## config.mk

```make
export PLATFORM = sky130hd
export DESIGN_NAME = pe_dot_sequencer_flat
export DESIGN_NICKNAME = d
export VERILOG_FILES = /design/src/rtl/pe_dot_sequencer_if.sv /design/src/rtl/pe_dot_sequencer.sv /design/src/flat_wrapper.sv
export SDC_FILE = /design/constraint.sdc
export NUM_CORES = 1
export LEC_CHECK = 0
export CAP_MARGIN = 0
export CORE_ASPECT_RATIO = 1.1
export CORE_MARGIN = 5
export CORE_UTILIZATION = 25
export CTS_BUF_LIST = sky130_fd_sc_hd__clkbuf_4
export DETAILED_ROUTE_END_ITERATION = 8
export PLACE_DENSITY_LB_ADDON = 0.08
export REMOVE_ABC_BUFFERS = 1
export SYNTH_ARGS = -nofsm -noshare
export SYNTH_HDL_FRONTEND = slang
export SYNTH_SLANG_ARGS = --single-unit
```

## constraint.sdc

```tcl
create_clock -name clock -period 3.65 [get_ports clock]
set_input_delay 0.5475 -clock clock [delete_from_list [all_inputs] [get_ports clock]]
set_output_delay 0.5475 -clock clock [all_outputs]
set_load 0.1 [all_outputs]
```

## src/rtl/pe_dot_sequencer_if.sv

```systemverilog
// pe_dot_sequencer_if: descriptor, feature-bus, filter-read and pe_dot sideband signals of one dot sequencer
//   slave  : sequencer side (takes i_* and drives o_*)
//   master : feeder / bench side (drives i_* and takes o_*)
interface pe_dot_sequencer_if #(
   parameter int VEC_W  = 12,
   parameter int OUT_W  = 12,
   parameter int ADDR_W = 10
);
   logic              i_cfg_valid;
   logic              o_cfg_ready;
   logic [VEC_W-1:0]  i_cfg_num_vectors;
   logic [OUT_W-1:0]  i_cfg_num_outputs;
   logic [ADDR_W-1:0] i_cfg_filter_base;
   logic              i_feature_valid;
   logic              o_feature_ready;
   logic              o_filter_rd_en;
   logic [ADDR_W-1:0] o_filter_rd_addr;
   logic              o_dot_in_valid;
   logic              o_dot_out_valid;
   logic              o_acc_first;
   logic              o_acc_last;
   logic              o_busy;
   logic              o_done;
   modport slave (
      input  i_cfg_valid, i_cfg_num_vectors, i_cfg_num_outputs, i_cfg_filter_base, i_feature_valid,
      output o_cfg_ready, o_feature_ready, o_filter_rd_en, o_filter_rd_addr, o_dot_in_valid,
             o_dot_out_valid, o_acc_first, o_acc_last, o_busy, o_done
   );
   modport master (
      output i_cfg_valid, i_cfg_num_vectors, i_cfg_num_outputs, i_cfg_filter_base, i_feature_valid,
      input  o_cfg_ready, o_feature_ready, o_filter_rd_en, o_filter_rd_addr, o_dot_in_valid,
             o_dot_out_valid, o_acc_first, o_acc_last, o_busy, o_done
   );
endinterface

```

## src/rtl/pe_dot_sequencer.sv

```systemverilog
// pe_dot_sequencer: paces one dot-product job's feature beats and filter reads, and delays valid/first/last sidebands to match pe_dot
//   clock  : single clock
//   resetn : asynchronous active-low reset
//   bus    : pe_dot_sequencer_if.slave (descriptor handshake, feature handshake, filter read, pe_dot sidebands, busy/done)
module pe_dot_sequencer #(
   parameter int DOT_LATENCY   = 5,
   parameter int FILTER_RD_LAT = 2,
   parameter int VEC_W         = 12,
   parameter int OUT_W         = 12,
   parameter int ADDR_W        = 10
) (
   input logic clock,
   input logic resetn,
   pe_dot_sequencer_if.slave bus
);
   localparam int PIPE_LAT = FILTER_RD_LAT + DOT_LATENCY;
   localparam int DRAIN_W  = $clog2(PIPE_LAT + 1);
   typedef enum logic [1:0] {IDLE, RUN, DRAIN} state_t;
   state_t            state;
   logic [VEC_W-1:0]  num_vectors, vec_cnt;
   logic [OUT_W-1:0]  num_outputs, out_cnt;
   logic [ADDR_W-1:0] filter_base;
   logic [DRAIN_W-1:0] drain_cnt;
   logic              empty_done;
   logic              cfg_accept, cfg_empty, accept, first, last, last_out, drain_end;
   // in_sr carries accepts to the pe_dot inputs; out_sr carries {valid, first, last} to its result
   logic              in_sr [FILTER_RD_LAT];
   logic [2:0]        out_sr [PIPE_LAT];
   assign cfg_accept = state == IDLE && bus.i_cfg_valid;
   assign cfg_empty  = bus.i_cfg_num_vectors == '0 || bus.i_cfg_num_outputs == '0;
   assign accept     = state == RUN && bus.i_feature_valid;
   assign first      = vec_cnt == '0;
   assign last       = vec_cnt == num_vectors - VEC_W'(1);
   assign last_out   = out_cnt == num_outputs - OUT_W'(1);
   // DRAIN begins the cycle after the last accept, so its final cycle lines up with the last result
   assign drain_end  = state == DRAIN && drain_cnt == DRAIN_W'(PIPE_LAT - 1);
   assign bus.o_cfg_ready      = state == IDLE;
   assign bus.o_feature_ready  = state == RUN;
   assign bus.o_filter_rd_en   = accept;
   assign bus.o_filter_rd_addr = accept ? filter_base + ADDR_W'(vec_cnt) : '0;
   assign bus.o_dot_in_valid   = in_sr[FILTER_RD_LAT-1];
   assign bus.o_dot_out_valid  = out_sr[PIPE_LAT-1][2];
   assign bus.o_acc_first      = out_sr[PIPE_LAT-1][1];
   assign bus.o_acc_last       = out_sr[PIPE_LAT-1][0];
   assign bus.o_busy           = state != IDLE;
   assign bus.o_done           = empty_done || drain_end;
   always_ff @(posedge clock or negedge resetn) begin
      if (!resetn) begin
         state       <= IDLE;
         num_vectors <= '0;
         num_outputs <= '0;
         filter_base <= '0;
         vec_cnt     <= '0;
         out_cnt     <= '0;
         drain_cnt   <= '0;
         empty_done  <= 1'b0;
      end else begin
         // an empty job completes straight from IDLE with a done pulse one cycle later
         empty_done <= cfg_accept && cfg_empty;
         case (state)
            IDLE: if (bus.i_cfg_valid) begin
               num_vectors <= bus.i_cfg_num_vectors;
               num_outputs <= bus.i_cfg_num_outputs;
               filter_base <= bus.i_cfg_filter_base;
               vec_cnt     <= '0;
               out_cnt     <= '0;
               if (!cfg_empty) state <= RUN;
            end
            RUN: if (accept) begin
               if (last) begin
                  vec_cnt <= '0;
                  if (last_out) begin
                     state     <= DRAIN;
                     drain_cnt <= '0;
                  end else out_cnt <= out_cnt + OUT_W'(1);
               end else vec_cnt <= vec_cnt + VEC_W'(1);
            end
            DRAIN: if (drain_end) state <= IDLE;
                   else drain_cnt <= drain_cnt + DRAIN_W'(1);
            default: state <= IDLE;
         endcase
      end
   end
   always_ff @(posedge clock or negedge resetn) begin
      if (!resetn) begin
         for (int i = 0; i < FILTER_RD_LAT; i++) in_sr[i] <= 1'b0;
         for (int i = 0; i < PIPE_LAT; i++) out_sr[i] <= 3'b000;
      end else begin
         in_sr[0]  <= accept;
         out_sr[0] <= {accept, accept && first, accept && last};
         for (int i = 1; i < FILTER_RD_LAT; i++) in_sr[i] <= in_sr[i-1];
         for (int i = 1; i < PIPE_LAT; i++) out_sr[i] <= out_sr[i-1];
      end
   end
endmodule

```

## src/flat_wrapper.sv

```systemverilog
// flat-port wrapper written by rule: the top's interface ports become plain ports
module pe_dot_sequencer_flat 
#(
   parameter int DOT_LATENCY   = 5,
   parameter int FILTER_RD_LAT = 2,
   parameter int VEC_W         = 12,
   parameter int OUT_W         = 12,
   parameter int ADDR_W        = 10
)
  (clock, resetn, bus_i_cfg_valid, bus_i_cfg_num_vectors, bus_i_cfg_num_outputs, bus_i_cfg_filter_base, bus_i_feature_valid, bus_o_cfg_ready, bus_o_feature_ready, bus_o_filter_rd_en, bus_o_filter_rd_addr, bus_o_dot_in_valid, bus_o_dot_out_valid, bus_o_acc_first, bus_o_acc_last, bus_o_busy, bus_o_done);
  pe_dot_sequencer_if #(.VEC_W(VEC_W), .OUT_W(OUT_W), .ADDR_W(ADDR_W)) bus_i ();
  input logic clock;
  input logic resetn;
  input wire logic [$bits(bus_i.i_cfg_valid)-1:0] bus_i_cfg_valid;
  input wire logic [$bits(bus_i.i_cfg_num_vectors)-1:0] bus_i_cfg_num_vectors;
  input wire logic [$bits(bus_i.i_cfg_num_outputs)-1:0] bus_i_cfg_num_outputs;
  input wire logic [$bits(bus_i.i_cfg_filter_base)-1:0] bus_i_cfg_filter_base;
  input wire logic [$bits(bus_i.i_feature_valid)-1:0] bus_i_feature_valid;
  output wire logic [$bits(bus_i.o_cfg_ready)-1:0] bus_o_cfg_ready;
  output wire logic [$bits(bus_i.o_feature_ready)-1:0] bus_o_feature_ready;
  output wire logic [$bits(bus_i.o_filter_rd_en)-1:0] bus_o_filter_rd_en;
  output wire logic [$bits(bus_i.o_filter_rd_addr)-1:0] bus_o_filter_rd_addr;
  output wire logic [$bits(bus_i.o_dot_in_valid)-1:0] bus_o_dot_in_valid;
  output wire logic [$bits(bus_i.o_dot_out_valid)-1:0] bus_o_dot_out_valid;
  output wire logic [$bits(bus_i.o_acc_first)-1:0] bus_o_acc_first;
  output wire logic [$bits(bus_i.o_acc_last)-1:0] bus_o_acc_last;
  output wire logic [$bits(bus_i.o_busy)-1:0] bus_o_busy;
  output wire logic [$bits(bus_i.o_done)-1:0] bus_o_done;
  assign bus_i.i_cfg_valid = bus_i_cfg_valid;
  assign bus_i.i_cfg_num_vectors = bus_i_cfg_num_vectors;
  assign bus_i.i_cfg_num_outputs = bus_i_cfg_num_outputs;
  assign bus_i.i_cfg_filter_base = bus_i_cfg_filter_base;
  assign bus_i.i_feature_valid = bus_i_feature_valid;
  assign bus_o_cfg_ready = bus_i.o_cfg_ready;
  assign bus_o_feature_ready = bus_i.o_feature_ready;
  assign bus_o_filter_rd_en = bus_i.o_filter_rd_en;
  assign bus_o_filter_rd_addr = bus_i.o_filter_rd_addr;
  assign bus_o_dot_in_valid = bus_i.o_dot_in_valid;
  assign bus_o_dot_out_valid = bus_i.o_dot_out_valid;
  assign bus_o_acc_first = bus_i.o_acc_first;
  assign bus_o_acc_last = bus_i.o_acc_last;
  assign bus_o_busy = bus_i.o_busy;
  assign bus_o_done = bus_i.o_done;
  pe_dot_sequencer #(.DOT_LATENCY(DOT_LATENCY), .FILTER_RD_LAT(FILTER_RD_LAT), .VEC_W(VEC_W), .OUT_W(OUT_W), .ADDR_W(ADDR_W)) u_core (.clock(clock), .resetn(resetn), .bus(bus_i));
endmodule
```

==> summary.txt, run 1 <==
Global route
  – Largest net degree at the start of global routing: 48
  – Vias in the first global route: 3886
  – First-pass GRT wire length: 20400 um
  – Gr ovfl total: 0
  – Initial antenna violation count: 1
  – Global-route usage over all layers: 0.118

Worst setup path
  – Slowest CP cell: dfrtp_2
  – Worst path arrival time: 2.95 ns
  – Reg2Reg Capture Point: u_core.out_cnt[6]$_DFFE_PN0P_
  – Top delay family on crit path: compound AO/OA/AOI/OAI gates
  – Slowest stage delay, CP: 0.50 ns
  – CP bufs+invs: 1
  – Crit path launch type: register
  – Critical Path RT: 3.10 ns
  – Worst-path cell chain: ha_1 -> fa_1 -> a21o_1 -> a21oi_2 -> o21bai_1 -> a21oi_2 -> o21bai_1 -> a21oi_1 -> xor2_1 -> nor2_2 -> buf_12
  – Critical R2R Launch: u_core.num_vectors[0]$_DFFE_PN0P_
  – Setup CP Type: reg -> out
  – Reg2Reg Setup Slack: 0.48 ns
  – Worst reg2reg path depth: 10
  – Critical Path Sink Type: output pin
  – Crit-path max FO: 7

STA
  – # setup viols final: 0
  – Clock skew: 0.0185 ns
  – FMAX: 286 MHz
  – Final hold vios: 0
  – Slew @ Worst Pin: 0.970 ns
  – Slew Viols, Final: 0
  – Tcrit/Tclk final: 0.958
  – Unrepaired setup endpoints after global routing: yes
  – Worst slew margin: 0.351
  – PnR worst setup slack: 0.154 ns
  – Post-layout min period: 3.50 ns

Place
  – Final RePlAce weighted congestion: 0.781
  – HPWL after DPL: 9310 um
  – Placement Setup Slack: 0.493 ns
  – Cell Area, Placed: 5640 um^2
  – I/O Buffers: 56

CTS
  – Clock H-tree levels: 3
  – Clock Latency Late Sink: 0.47 ns
  – Num CTS Buffers: 9
  – TritonCTS clock tree: yes
  – Postcts setup bufs: 0
  – Clock transition at path regs: 0.15 ns
  – Clock sinks: 85
  – CTS max path bufs: 2
  – Hold-fix buffers, CTS: 0
  – Buffer type at the clock tree root: clkbuf_4

Synth
  – Ys async rst share: 1.00
  – Post-synth cell types: 59
  – Share of the synthesized area in the top cell type: 0.444
  – Top post-synthesis cells by area: dfrtp_1 (44%), nand2_1 (8.9%), xnor2_1 (4.9%)
  – Seq/Total Area, Yosys: 0.444
  – Synthesized instance count: 530
  – Synthesized area: 4790 um^2
  – Post-synth top area cell: dfrtp_1
  – Number of flops mapped to enable cells by yosys: 0
  – Ys Warns: 0
  – Seq cells post-synth: 85
  – Most common flop cell mapped by yosys: dfrtp_1
  – Syn avg cell area: 9.03 um^2

Die
  – Core outline area: 19000 um^2
  – Initial Utilization: 0.252
  – Die X-Extent: 142 um
  – Cell row count: 53
  – Die Y: 155 um
  – Ports: 57
  – Die area: 22000 um^2

Final layout
  – Finished layout cell area: 5780 um^2
  – Area Growth Syn to Fin: 20.7%
  – Share of layout cells above drive strength 1: 0.105
  – Final core utilization: 0.305
  – Layout net count: 639
  – Fillers: 2066

Detailed routing
  – Drt pass-1 iters: 5
  – Routed Antenna Nets: 0
  – Number of DRC markers in iteration 0: 222
  – Routed WL: 12500 um
  – WL per Instance: 15.0 um
  – Via density: 4.65
  – Drt drc: 0
  – Via Count: 3894

Min path
  – Hold WC Path Type: in -> async

Power and ir drop
  – VDD IR max: 0.211 mV
  – PnR Total Power: 0.00332 W
  – Leak pwr: 2.63 nW
  – Pwr/cell area: 575 nW/um^2

Run status
  – Outcome: complete, no violations

Job
  – Maxcap violations: 0
-- cells by family (layout without fill, tap and decap cells) --
kind of cell,Yosys count,in the layout,share of synthesized area
adder cells (fa/ha/maj),17,17,0.0460
flip-flops,85,85,0.444
buffers and inverters,42,101,0.0366
AO/OA/AOI/OAI,85,85,0.126
XOR/XNOR,43,43,0.0787
other,0,1,0
AND/OR/NAND/NOR,256,256,0.264
multiplexers,2,2,0.00418
-- worst register-to-register path, delay by kind of cell (launching register included) --
kind	cells	cell delay, ns
buffers and inverters	1	0.09
adder cells (fa/ha/maj)	1	0.17
AO/OA/AOI/OAI	4	0.75
flip-flops	1	0.45
AND/OR/NAND/NOR	4	1.60
-- state kept, by name, indices dropped and copies added (netlist names), 2 cells and up --
| register | flops |
|---|---|
| u_core.vec_cnt | 12 |
| u_core.state | 2 |
| u_core.filter_base | 10 |
| u_core.num_outputs | 12 |
| u_core.drain_cnt | 3 |
| u_core.out_cnt | 12 |
| u_core.num_vectors | 12 |
| u_core.out_sr | 16 |
-- how the worst max path moves through the flow --
stage / to / cells past startpoint / startpoint / slack [ns]
detailed placement: bus_o_filter_rd_addr[8] / 11 / u_core.vec_cnt[0]$_DFFE_PN0P_ / 0.49
CTS: bus_o_filter_rd_addr[8] / 11 / u_core.vec_cnt[0]$_DFFE_PN0P_ / 0.006
global route: bus_o_filter_rd_addr[8] / 11 / u_core.vec_cnt[0]$_DFFE_PN0P_ / -0.006
floorplan: u_core.out_cnt[6]$_DFFE_PN0P_ / 7 / u_core.state[0]$_DFFE_PN0P_ / -0.61
global placement: bus_o_filter_rd_addr[8] / 11 / u_core.vec_cnt[0]$_DFFE_PN0P_ / 0.49
finish: bus_o_filter_rd_addr[8] / 11 / u_core.vec_cnt[0]$_DFFE_PN0P_ / 0.15
-- per-layer routing --
metal / global-route usage / vias to the layer above / routed length (um)
li1: - / 1949 / -
met1: 0.144 / 1886 / 5600
met3: 0.0215 / 13 / 336
met2: 0.203 / 46 / 6380
met5: 0 / - / 0
met4: 0.0494 / 0 / 219
-- cell type report --
cell class	count	area, um^2	area share
Antenna cell	1	2.50	0.000433
Clock buffer	9	67.6	0.0117
Clock inverter	7	57.6	0.00995
Inverter	23	86.3	0.0149
Multi-Input combinational cell	403	2500	0.433
Sequential cell	85	2130	0.368
Tap cell	247	309	0.0535
Timing Repair Buffer	62	628	0.109
-- cells in the final DEF (no fill, tap or decap), types with 7 or more instances in the layout --
cell type | synthesis | layout
nand4_1 | 11 | 11
nand2_1 | 114 | 114
nand3_1 | 13 | 13
a31oi_1 | 7 | 7
nor3_1 | 9 | 9
xnor2_1 | 27 | 27
and3_1 | 13 | 13
o21ai_0 | 19 | 19
a21oi_1 | 20 | 17
buf_4 | 0 | 17
clkdlybuf4s50_1 | 0 | 40
clkbuf_4 | 0 | 9
nor2_1 | 37 | 36
nor4_1 | 12 | 12
or3_1 | 10 | 10
xor2_1 | 16 | 16
inv_1 | 23 | 23
ha_1 | 16 | 16
dfrtp_1 | 85 | 83
-- through the flow --
step / cells / hold slack [ns] / setup TNS [ns]
2_1_floorplan: 511 / 0.252 / -8.23
4_1_cts: 836 / 0.0265 / 0
5_1_grt: 837 / 0.0618 / -0.00553
3_3_place_gp: 820 / 0.333 / 0
6_report: 837 / 0.0453 / 0
3_5_place_dp: 820 / 0.335 / 0
-- what timing repair did --
| item | CTS | global route |
|---|---|---|
| gates resized for setup | 2 | 4 |
| cloned | 0 | 0 |
| endpoints found under the setup margin | 1 | 2 |
| hold endpoints to repair | 0 | 0 |
-- synthesized netlist by cell type (all sizes together) (2+ instances only) --
| library cell | count |
|---|---|
| clkbuf | 14 |
| a21o | 5 |
| a21boi | 2 |
| and3 | 13 |
| nor3 | 13 |
| a31o | 4 |
| nand4 | 11 |
| o211ai | 2 |
| and2 | 6 |
| nand4b | 3 |
| or2 | 2 |
| nor4bb | 2 |
| nand2 | 114 |
| o211a | 2 |
| a21oi | 22 |
| nor2 | 38 |
| a41o | 3 |
| and4 | 3 |
| nand3 | 13 |
| nor2b | 4 |
| o21ai | 19 |
| nor4b | 2 |
| ha | 16 |
| dfrtp | 85 |
| inv | 23 |
| buf | 5 |
| a211oi | 2 |
| nor3b | 2 |
| xor2 | 16 |
| nor4 | 13 |
| a31oi | 9 |
| or3 | 10 |
| a221oi | 3 |
| a311oi | 2 |
| o31ai | 2 |
| nand2b | 4 |
| and3b | 2 |
| mux2i | 2 |
| o21bai | 3 |
| xnor2 | 27 |
-- where the power goes --
part	total, W	internal, W	switching [W]
combinational	0.00145	0.000542	0.000911
clock	0.000520	0.000146	0.000374
sequential	0.00135	0.00112	0.000228
total	0.00332	0.00181	0.00151
Note: power is estimated with default switching activity, not from simulation.
==> inputs of run 2 (changes only) <==
- HOLD_SLACK_MARGIN: default -> 0.08
- clock period: 3.65 -> 3 ns (I/O delays scaled with it)
==> summary.txt, run 2 (synthesis results as in run 1) <==
Min path
  – Hold WC Path Type: reg -> reg (was in -> async)
  – HP Start: u_core.out_sr[4]$_DFF_PN0_

Worst setup path
  – Slowest stage delay, CP: 0.43 ns (was 0.50 ns)
  – Setup CP Type: reg -> out (unchanged)
  – Crit path launch type: register (unchanged)
  – Critical Path Start: u_core.filter_base[0]$_DFFE_PN0P_ (was u_core.vec_cnt[0]$_DFFE_PN0P_)
  – Worst-path cell chain: ha_2 -> fa_2 -> a21o_1 -> a21oi_2 -> o21bai_1 -> a21oi_2 -> o21bai_1 -> a21oi_1 -> xor2_1 -> nor2_2 -> buf_12 (was ha_1 -> fa_1 -> a21o_1 -> a21oi_2 -> o21bai_1 -> a21oi_2 -> o21bai_1 -> a21oi_1 -> xor2_1 -> nor2_2 -> buf_12)
  – Critical Path Sink Type: output pin (unchanged)
  – CP bufs+invs: 1 (unchanged)
  – Crit-path max FO: 2 (was 7)
  – Critical R2R Launch: u_core.num_outputs[1]$_DFFE_PN0P_ (was u_core.num_vectors[0]$_DFFE_PN0P_)
  – Slowest CP cell: dfrtp_1 (was dfrtp_2)
  – Worst path arrival time: 2.73 ns (was 2.95 ns)
  – Critical Path RT: 2.55 ns (was 3.10 ns)
  – Top delay family on crit path: compound AO/OA/AOI/OAI gates (unchanged)

STA
  – Unrepaired setup endpoints after global routing: yes (unchanged)
  – Post-layout min period: 3.18 ns
  – Worst slew margin: 0.639 (was 0.351)
  – Slew Viols, Final: 0 (unchanged)
  – # setup viols final: 3 (was 0)
  – Slew @ Worst Pin: 0.537 ns (was 0.970 ns)
  – Final TNS setup: -0.297 ns (was 0 ns)
  – PnR worst setup slack: -0.176 ns (was 0.154 ns)
  – FMAX: 315 MHz
  – Tcrit/Tclk final: 1.06
  – Final hold vios: 0 (unchanged)
  – Clock skew: 0.0162 ns (was 0.0185 ns)

CTS
  – Buffer type at the clock tree root: clkbuf_4 (unchanged)
  – Clock H-tree levels: 3 (unchanged)
  – TritonCTS clock tree: yes (unchanged)
  – Clock sinks: 85 (unchanged)
  – CTS max path bufs: 2 (unchanged)
  – Num CTS Buffers: 9 (unchanged)
  – Clock transition at path regs: 0.15 ns (about the same)
  – Clock Latency Late Sink: 0.47 ns (about the same)

Die
  – Cell row count: 53 (unchanged)
  – Ports: 57 (unchanged)
  – Core outline area: 19000 um^2 (unchanged)
  – Die Y: 155 um (unchanged)
  – Die area: 22000 um^2 (unchanged)
  – Initial Utilization: 0.252 (unchanged)
  – Die X-Extent: 142 um (unchanged)

Place
  – Cell Area, Placed: 5790 um^2 (was 5640 um^2)
  – Final RePlAce weighted congestion: 0.810 (was 0.781)
  – Post-Place Cells: 831 (was 820)
  – I/O Buffers: 56 (unchanged)
  – Placement Setup Slack: -0.0191 ns (was 0.493 ns)
  – HPWL after DPL: 9610 um (was 9310 um)

Power and ir drop
  – Sw frac: 0.435 (was 0.455)
  – Pwr/cell area: 722 nW/um^2 (was 575 nW/um^2)
  – Pint: 0.00250 W (was 0.00181 W)
  – P_sw: 0.00193 W (was 0.00151 W)
  – Sequential power share: 0.362 (was 0.406)
  – Clock Power Share: 0.163 (was 0.157)
  – Leak pwr: 2.82 nW (was 2.63 nW)
  – Comb pwr share: 0.475 (was 0.437)
  – VDD IR max: 0.241 mV (was 0.211 mV)

Detailed routing
  – Routed Antenna Nets: 0 (unchanged)
  – Routed WL: 13000 um (was 12500 um)
  – Drt pass-1 iters: 4 (was 5)
  – Drt drc: 0 (unchanged)
  – Number of DRC markers in iteration 0: 159 (was 222)
  – DR top layer: met4 (unchanged)
  – Met1 WL: 5630 um (was 5600 um)
  – Via density: 4.65 (about the same)
  – Routed length on met2: 6720 um (was 6380 um)
  – Via Count: 4022 (was 3894)
  – Met3 Routed Length: 404 um (was 336 um)
  – WL per Instance: 15.0 um (about the same)

Global route
  – Largest net degree at the start of global routing: 36 (was 48)
  – Initial antenna violation count: 1 (unchanged)
  – First-pass GRT wire length: 21500 um (was 20400 um)
  – Gr ovfl total: 0 (unchanged)
  – Global-route usage over all layers: 0.123 (was 0.118)
  – Vias in the first global route: 4126 (was 3886)

Final layout
  – Fillers: 2047 (was 2066)
  – Reg with most FFs: u_core.out_sr (unchanged)
  – Finished layout cell area: 6140 um^2 (was 5780 um^2)
  – Max reg flops: 16 (unchanged)
  – Non-Filler Instances: 865 (was 837)
  – Layout net count: 667 (was 639)
  – Most common cell after layout, fill and taps aside: nand2_1 (unchanged)
  – Commonest cells after routing, fill and taps aside: nand2_1 (114), dfrtp_1 (84), buf_4 (41), clkdlybuf4s50_1 (36), nor2_1 (35) (was nand2_1 (114), dfrtp_1 (83), clkdlybuf4s50_1 (40), nor2_1 (36), xnor2_1 (27))
  – Final core utilization: 0.324 (was 0.305)
  – Share of layout cells above drive strength 1: 0.164 (was 0.105)
  – Area Growth Syn to Fin: 28.3% (was 20.7%)

Run status
  – Failing checks: setup timing
  – Outcome: complete, but fails checks (was complete, no violations)

Job
  – Maxcap violations: 0 (unchanged)
run 2: cell types whose count changed in the layout (fill, tap and decap cells not counted), moves of 2 or more:
cell / before / now
buf_4: 17 / 41
clkdlybuf4s50_1: 40 / 36
buf_12: 5 / 11
ha_1: 16 / 14
ha_2: 0 / 2
run 2: final timing paths:
path | endpoint | slack [ns] | cells after the start
max in group asynchronous | u_core.vec_cnt[1]$_DFFE_PN0P_ | 1.82 | 3
worst max register to register | u_core.out_cnt[10]$_DFFE_PN0P_ | 0.17 | 12
worst max-delay path | bus_o_filter_rd_addr[8] | -0.18 | 11
worst min-delay path | u_core.bus.o_acc_first$_DFF_PN0_ | 0.36 | 0
worst min register to register | u_core.bus.o_acc_first$_DFF_PN0_ | 0.36 | 0
min in group asynchronous | u_core.out_cnt[7]$_DFFE_PN0P_ | 0.46 | 2
run 2: worst register-to-register path: stages, from the launching register on:
cell	delay, ns
dfrtp_1	0.43
inv_1	0.08
ha_2	0.23
or4b_4	0.52
nor4_2	0.24
o211a_1	0.18
nor3_2	0.04
buf_4	0.16
o41ai_4	0.33
nor2_2	0.09
buf_12	0.17
nand4_1	0.11
mux2i_1	0.19
run 2: metal layers:
metal,global-route usage,vias to the layer above
li1,-,2003
met1,0.149,1957
met2,0.217,47
met3,0.0215,15
met4,0.0462,0
met5,0,-
run 2: repair_timing:
| item | in CTS | in global routing |
|---|---|---|
| buffers inserted | 10 | 7 |
| resized for setup | 11 | 7 |
| hold endpoints to repair | 31 | 0 |
| setup endpoints to repair | 8 | 30 |
| hold buffers | 1 | 0 |
| pin swaps | 16 | 15 |
run 2: through the flow:
step | total power (W) | hold slack, ns
4_1_cts | 0.00443 | 0.369
3_3_place_gp | 0.00354 | 0.332
5_1_grt | 0.00475 | 0.379
6_report | 0.00443 | 0.364
2_1_floorplan | 0.00291 | 0.154
3_5_place_dp | 0.00357 | 0.336
run 2: final cells by class:
cell class                      instances  area, um^2  area share
Clock buffer                            9        67.6      0.0110
Inverter                               23        86.3      0.0141
Timing Repair Buffer                   90         910       0.148
Antenna cell                            1        2.50    0.000407
Clock inverter                          7        82.6      0.0134
Tap cell                              247         309      0.0503
Multi-Input combinational cell        403        2560       0.416
Sequential cell                        85        2130       0.347
run 2: power by group through the flow:
stage / clock [W] / sequential (W) / combinational (W)
after floorplan: 0 / 0.00163 / 0.00128
after global placement: 0 / 0.00164 / 0.00191
after detailed placement: 0 / 0.00164 / 0.00193
after CTS: 0.000778 / 0.00161 / 0.00205
after global routing: 0.000820 / 0.00165 / 0.00229
final: 0.000721 / 0.00160 / 0.00211
==> inputs of run 3 (changes only) <==
- CTS_CLUSTER_DIAMETER: default -> 40
==> results of run 3 <==
The final DEF is identical to that of run 2; final timing and power are the same.
